<file path="src/rtl/axi_reg_slice.sv">
// AXI4 register slice: one two-entry skid buffer per channel, so VALID, READY
// and payload are all driven from flops on both sides of the slice.

module axi_reg_slice_skid #(
  parameter int W            = 8,
  parameter bit OPT_LOWPOWER = 1'b0
) (
  input  logic         clk,
  input  logic         rst_n,
  input  logic         in_valid,
  output logic         in_ready,
  input  logic [W-1:0] in_data,
  output logic         out_valid,
  input  logic         out_ready,
  output logic [W-1:0] out_data
);

  logic         in_ready_reg, in_ready_next;
  logic         out_valid_reg, out_valid_next;
  logic         skid_valid_reg, skid_valid_next;
  logic [W-1:0] out_data_reg, out_data_next;
  logic [W-1:0] skid_data_reg, skid_data_next;
  logic         in_fire, out_fire;

  assign in_fire  = in_valid & in_ready_reg;
  assign out_fire = out_valid_reg & out_ready;

  always_comb begin
    out_valid_next  = out_valid_reg;
    skid_valid_next = skid_valid_reg;
    out_data_next   = out_data_reg;
    skid_data_next  = skid_data_reg;
    if (skid_valid_reg) begin
      // FULL: input is blocked, only the output side can move
      if (out_fire) begin
        out_data_next   = skid_data_reg;
        skid_valid_next = 1'b0;
      end
    end else if (in_fire) begin
      if (!out_valid_reg || out_fire) begin
        out_valid_next = 1'b1;
        out_data_next  = in_data;
      end else begin
        skid_valid_next = 1'b1;
        skid_data_next  = in_data;
      end
    end else if (out_fire) begin
      out_valid_next = 1'b0;
    end
    if (OPT_LOWPOWER) begin
      if (!out_valid_next)  out_data_next  = '0;
      if (!skid_valid_next) skid_data_next = '0;
    end
    in_ready_next = !skid_valid_next;
  end

  always_ff @(posedge clk or negedge rst_n) begin
    if (!rst_n) begin
      in_ready_reg   <= 1'b0;
      out_valid_reg  <= 1'b0;
      skid_valid_reg <= 1'b0;
    end else begin
      in_ready_reg   <= in_ready_next;
      out_valid_reg  <= out_valid_next;
      skid_valid_reg <= skid_valid_next;
    end
  end

  // Payload flops only take a reset when low-power mode wants them zeroed.
  generate
    if (OPT_LOWPOWER) begin : g_lowpower
      always_ff @(posedge clk or negedge rst_n) begin
        if (!rst_n) begin
          out_data_reg  <= '0;
          skid_data_reg <= '0;
        end else begin
          out_data_reg  <= out_data_next;
          skid_data_reg <= skid_data_next;
        end
      end
    end else begin : g_plain
      always_ff @(posedge clk) begin
        out_data_reg  <= out_data_next;
        skid_data_reg <= skid_data_next;
      end
    end
  endgenerate

  assign in_ready  = in_ready_reg;
  assign out_valid = out_valid_reg;
  assign out_data  = out_data_reg;

endmodule

module axi_reg_slice #(
  parameter int C_AXI_ID_WIDTH   = 2,
  parameter int C_AXI_DATA_WIDTH = 32,
  parameter int C_AXI_ADDR_WIDTH = 28,
  parameter int OPT_LOWPOWER     = 0
) (
  input  logic                                             S_AXI_ACLK,
  input  logic                                             S_AXI_ARESETN,
  input  logic                                             S_AXI_AWVALID,
  output logic                                             S_AXI_AWREADY,
  input  logic [C_AXI_ID_WIDTH+C_AXI_ADDR_WIDTH+24:0]      S_AXI_AWPAYLOAD,
  output logic                                             M_AXI_AWVALID,
  input  logic                                             M_AXI_AWREADY,
  output logic [C_AXI_ID_WIDTH+C_AXI_ADDR_WIDTH+24:0]      M_AXI_AWPAYLOAD,
  input  logic                                             S_AXI_WVALID,
  output logic                                             S_AXI_WREADY,
  input  logic [C_AXI_DATA_WIDTH+C_AXI_DATA_WIDTH/8:0]     S_AXI_WPAYLOAD,
  output logic                                             M_AXI_WVALID,
  input  logic                                             M_AXI_WREADY,
  output logic [C_AXI_DATA_WIDTH+C_AXI_DATA_WIDTH/8:0]     M_AXI_WPAYLOAD,
  input  logic                                             M_AXI_BVALID,
  output logic                                             M_AXI_BREADY,
  input  logic [C_AXI_ID_WIDTH+1:0]                        M_AXI_BPAYLOAD,
  output logic                                             S_AXI_BVALID,
  input  logic                                             S_AXI_BREADY,
  output logic [C_AXI_ID_WIDTH+1:0]                        S_AXI_BPAYLOAD,
  input  logic                                             S_AXI_ARVALID,
  output logic                                             S_AXI_ARREADY,
  input  logic [C_AXI_ID_WIDTH+C_AXI_ADDR_WIDTH+24:0]      S_AXI_ARPAYLOAD,
  output logic                                             M_AXI_ARVALID,
  input  logic                                             M_AXI_ARREADY,
  output logic [C_AXI_ID_WIDTH+C_AXI_ADDR_WIDTH+24:0]      M_AXI_ARPAYLOAD,
  input  logic                                             M_AXI_RVALID,
  output logic                                             M_AXI_RREADY,
  input  logic [C_AXI_ID_WIDTH+C_AXI_DATA_WIDTH+2:0]       M_AXI_RPAYLOAD,
  output logic                                             S_AXI_RVALID,
  input  logic                                             S_AXI_RREADY,
  output logic [C_AXI_ID_WIDTH+C_AXI_DATA_WIDTH+2:0]       S_AXI_RPAYLOAD
);

  localparam int  AXW = C_AXI_ID_WIDTH + C_AXI_ADDR_WIDTH + 25;
  localparam int  WW  = C_AXI_DATA_WIDTH + C_AXI_DATA_WIDTH/8 + 1;
  localparam int  BW  = C_AXI_ID_WIDTH + 2;
  localparam int  RW  = C_AXI_ID_WIDTH + C_AXI_DATA_WIDTH + 3;
  localparam bit  LP  = (OPT_LOWPOWER != 0);

  // Forward channels: S side in, M side out
  axi_reg_slice_skid #(.W(AXW), .OPT_LOWPOWER(LP)) u_aw (
    .clk(S_AXI_ACLK), .rst_n(S_AXI_ARESETN),
    .in_valid(S_AXI_AWVALID), .in_ready(S_AXI_AWREADY), .in_data(S_AXI_AWPAYLOAD),
    .out_valid(M_AXI_AWVALID), .out_ready(M_AXI_AWREADY), .out_data(M_AXI_AWPAYLOAD)
  );

  axi_reg_slice_skid #(.W(WW), .OPT_LOWPOWER(LP)) u_w (
    .clk(S_AXI_ACLK), .rst_n(S_AXI_ARESETN),
    .in_valid(S_AXI_WVALID), .in_ready(S_AXI_WREADY), .in_data(S_AXI_WPAYLOAD),
    .out_valid(M_AXI_WVALID), .out_ready(M_AXI_WREADY), .out_data(M_AXI_WPAYLOAD)
  );

  axi_reg_slice_skid #(.W(AXW), .OPT_LOWPOWER(LP)) u_ar (
    .clk(S_AXI_ACLK), .rst_n(S_AXI_ARESETN),
    .in_valid(S_AXI_ARVALID), .in_ready(S_AXI_ARREADY), .in_data(S_AXI_ARPAYLOAD),
    .out_valid(M_AXI_ARVALID), .out_ready(M_AXI_ARREADY), .out_data(M_AXI_ARPAYLOAD)
  );

  // Reverse channels: M side in, S side out
  axi_reg_slice_skid #(.W(BW), .OPT_LOWPOWER(LP)) u_b (
    .clk(S_AXI_ACLK), .rst_n(S_AXI_ARESETN),
    .in_valid(M_AXI_BVALID), .in_ready(M_AXI_BREADY), .in_data(M_AXI_BPAYLOAD),
    .out_valid(S_AXI_BVALID), .out_ready(S_AXI_BREADY), .out_data(S_AXI_BPAYLOAD)
  );

  axi_reg_slice_skid #(.W(RW), .OPT_LOWPOWER(LP)) u_r (
    .clk(S_AXI_ACLK), .rst_n(S_AXI_ARESETN),
    .in_valid(M_AXI_RVALID), .in_ready(M_AXI_RREADY), .in_data(M_AXI_RPAYLOAD),
    .out_valid(S_AXI_RVALID), .out_ready(S_AXI_RREADY), .out_data(S_AXI_RPAYLOAD)
  );

endmodule
</file>
<file path="config.mk">
export PLATFORM = sky130hd
export DESIGN_NAME = axi_reg_slice
export DESIGN_NICKNAME = d
export VERILOG_FILES = /design/src/rtl/axi_reg_slice.sv
export SDC_FILE = /design/constraint.sdc
export NUM_CORES = 1
export LEC_CHECK = 0
export ABC_AREA = 1
export ABC_CLOCK_PERIOD_IN_PS = 3600
export CAP_MARGIN = 5
export CORE_MARGIN = 4
export CORE_UTILIZATION = 43
export DETAILED_ROUTE_END_ITERATION = 8
export GPL_TIMING_DRIVEN = 0
export PLACE_DENSITY_LB_ADDON = 0.1
export REMOVE_ABC_BUFFERS = 1
export SYNTH_ARGS = -nofsm -noshare
export SYNTH_HDL_FRONTEND = slang
export SYNTH_HIERARCHICAL = 1
export SYNTH_SLANG_ARGS = --single-unit
</file>
<file path="constraint.sdc">
create_clock -name S_AXI_ACLK -period 3.6 [get_ports S_AXI_ACLK]
set_clock_uncertainty 0.15 [all_clocks]
set_input_delay 0.9 -clock S_AXI_ACLK [delete_from_list [all_inputs] [get_ports S_AXI_ACLK]]
set_output_delay 0.9 -clock S_AXI_ACLK [all_outputs]
set_load 0.01 [all_outputs]
</file>
==> reports/results.ini <==
[timing]
setup_viol = 0
fin_ws_ns = 0.3596
report.final.slew_viol_count = 0
hold_ws_ns = 0.3647
final.setup.tns_ns = 0
slew_headroom_pct = 41.59
hold_viol_final = 0
layout_min_cycle_time_ns = 3.240
rsz0062_at_grt = false
min_period_over_period_pct = 90.01
worst_pin_slew_ns = 0.8762
clock.fmax_mhz = 308.6

[routing]
drt_iter0_markers = 646
routed_wl_um = 34730
wl_per_cell_um = 17.56
firstDrtPassIters = 5
vias = 9137
drtAntennaViolNets = 0
drt-vias-per-instance = 4.622
drc = 0

[global_route]
grt_overflow = 0
grtUsageMet3_pct = 7.034
grt_pass1_vias = 9228
gr-usage-met2_pct = 30.46
antenna_found_initial = 8
grt_start_max_net_pins = 58
use_met1_pct = 22.33
grt_util_all_layers_pct = 18.28
grt_pass1_wl_um = 52000
grt-busiest-layer = met2

[die]
rows = 66
die_y_um = 191.6
dieArea_um2 = 36700
die_w_um = 191.6
coreArea_um2 = 32870
initial_core_util_pct = 44.10
ioPinCount = 398

[synth]
synthesis.area_um2 = 14490
syn_inst = 1090
syn_avg_cell_area_um2 = 13.30
ys_seq_elements = 391
yosys_warnings = 6
yosysSeqAreaShare_pct = 80.50
ys_types = 15

[power]
power_density_nw_per_um2 = 810.7
p_clk_share_pct = 24.8
switching_power_uw = 4940
sw_frac_of_total_pct = 29.98
p_comb_share_pct = 30.9
p_int_uw = 11540
irDropWorstVdd_mv = 0.4510
pwr-share-seq_pct = 44.3
p_leak_uw = 0.007874
fin_total_pwr_uw = 16480

[clock_network]
clk_pin_slew_ns = 0.06
cts-root-buf = clkbuf_16
cts_made_buffers = 42
cts.hold.buffers_added = 0
cts_setup_buffers = 0
cts_tree = done
cts.sink_count = 391
clockBufferDepth = 3
htree_num_levels = 2
clock_latency_ns = 0.52

[setup_path]
regToRegEndpoint = u_aw/skid_data_reg[9]
cpMaxStageDelayCell = nor2_4
worst_path_largest_cell_delay_ns = 0.67
crit_chain = buf_12 -> clkinv_2 -> nand3_1 -> nor2_4 -> buf_12
critPathKind = reg2reg
rr_startpoint = u_aw/skid_valid_reg
cp.required_ns = 3.66
cp_common_cell = buf_12
r2r_slack_ns = 0.36
worstPathMaxFanout = 57
end_kind = register
crit_arrival_ns = 3.30
r2r_cells = 5
critPathLaunchType = register

[run_status]
status = finished, final reports clean

[place]
placedCellCount = 1896
pre_cts_ws_ns = 0.001561
place.gp.congestion = 0.7812
numPortBuffers = 397
hpwl_um = 23570

[finish]
final_cell_mix = 604 x nand2_1, 397 x clkdlybuf4s50_1, 376 x edfxtp_1
mostFrequentLayoutCell = nand2_1
syn_to_final_growth_pct = 40.25
finalNonFillerCells = 1977
fin_nets = 1698
drive_above_1_share_pct = 5.690

[worst_hold_path]
min_path_type = reg2reg
holdPathStages = 2
hp-start = u_aw/skid_data_reg[19]
hold_end = u_aw/out_data[19]

[job]
cap_violations = 0

cells by family (layout without fill, tap and decap cells):
family	Yosys count	count (layout)	synth area share, %
AO/OA/AOI/OAI	15	15	0.5180
flip-flops	391	391	80.50
buffers and inverters	60	499	2.728
AND/OR/NAND/NOR	624	624	16.26
other	0	6	0
area by class of cell:
cell class | instances | area [µm²]
inverters | 15 | 60.06
well taps | 442 | 553.0
clock inverters | 19 | 175.2
flip-flops and latches | 391 | 11670
fillers | 2641 | 12540
clock buffers | 56 | 1125
diodes | 6 | 15.01
repair buffers | 409 | 4237
multi-input cells | 639 | 2491
worst max path at each step:
stage                                   start                     end  slack (ns)  cells after the start
after CTS                 u_aw/skid_valid_reg  u_aw/skid_data_reg[28]        0.10                      5
after floorplan           u_ar/skid_valid_reg   u_ar/skid_data_reg[0]       -1.09                      3
after detailed placement  u_ar/skid_valid_reg  u_ar/skid_data_reg[35]       0.002                      5
after global routing      u_aw/skid_valid_reg  u_aw/skid_data_reg[17]        0.17                      5
after global placement    u_ar/skid_valid_reg   u_ar/skid_data_reg[9]       -3.71                      3
final                     u_aw/skid_valid_reg   u_aw/skid_data_reg[9]        0.36                      5
critical path: cells and delay by family (launching register included):
family / cells / cell delay, ns
buffers and inverters: 3 / 1.14
DFF: 1 / 0.63
and+or+nand+nor: 2 / 0.96
per-layer routing:
metal / wire length, µm / up-vias
met4: 745 / 6
met1: 13330 / 4250
met5: 41 / -
met3: 3548 / 60
li1: - / 4522
met2: 17060 / 299
per-stage QoR:
step	instance area (µm²)	util [%]
2_1_floorplan	14150	-
3_3_place_gp	18680	56.84
3_5_place_dp	19010	57.83
4_1_cts	20310	61.79
5_1_grt	20320	61.83
6_report	20330	61.84
cells in the mapped netlist:
cell | n | area share (%)
nand2_1 | 604 | 16
buf_4 | 4 | 0.21
nand3_1 | 4 | 0.14
clkbuf_1 | 2 | 0.052
dfrtp_1 | 15 | 2.6
nor2_1 | 14 | 0.36
buf_6 | 17 | 1.3
a21oi_1 | 5 | 0.17
inv_2 | 5 | 0.13
buf_2 | 22 | 0.76
o21ai_0 | 10 | 0.35
inv_1 | 10 | 0.26
nor2_2 | 1 | 0.043
edfxtp_1 | 376 | 78
nand3_2 | 1 | 0.069
power groups by stage:
stage | registers, µW | logic [µW] | clock network (µW)
after global placement | 7640 | 4720 | 0
after detailed placement | 7410 | 5170 | 0
after CTS | 7320 | 5190 | 4200
after global routing | 7450 | 5550 | 4410
after floorplan | 7990 | 1370 | 0
final | 7300 | 5090 | 4080
timing repair:
action | 4_1_cts | 5_1_grt
cloned | 0 | 0
endpoints found under the setup margin | 14 | 31
resized for setup | 1 | 1
(Power assumes the default switching activity.)
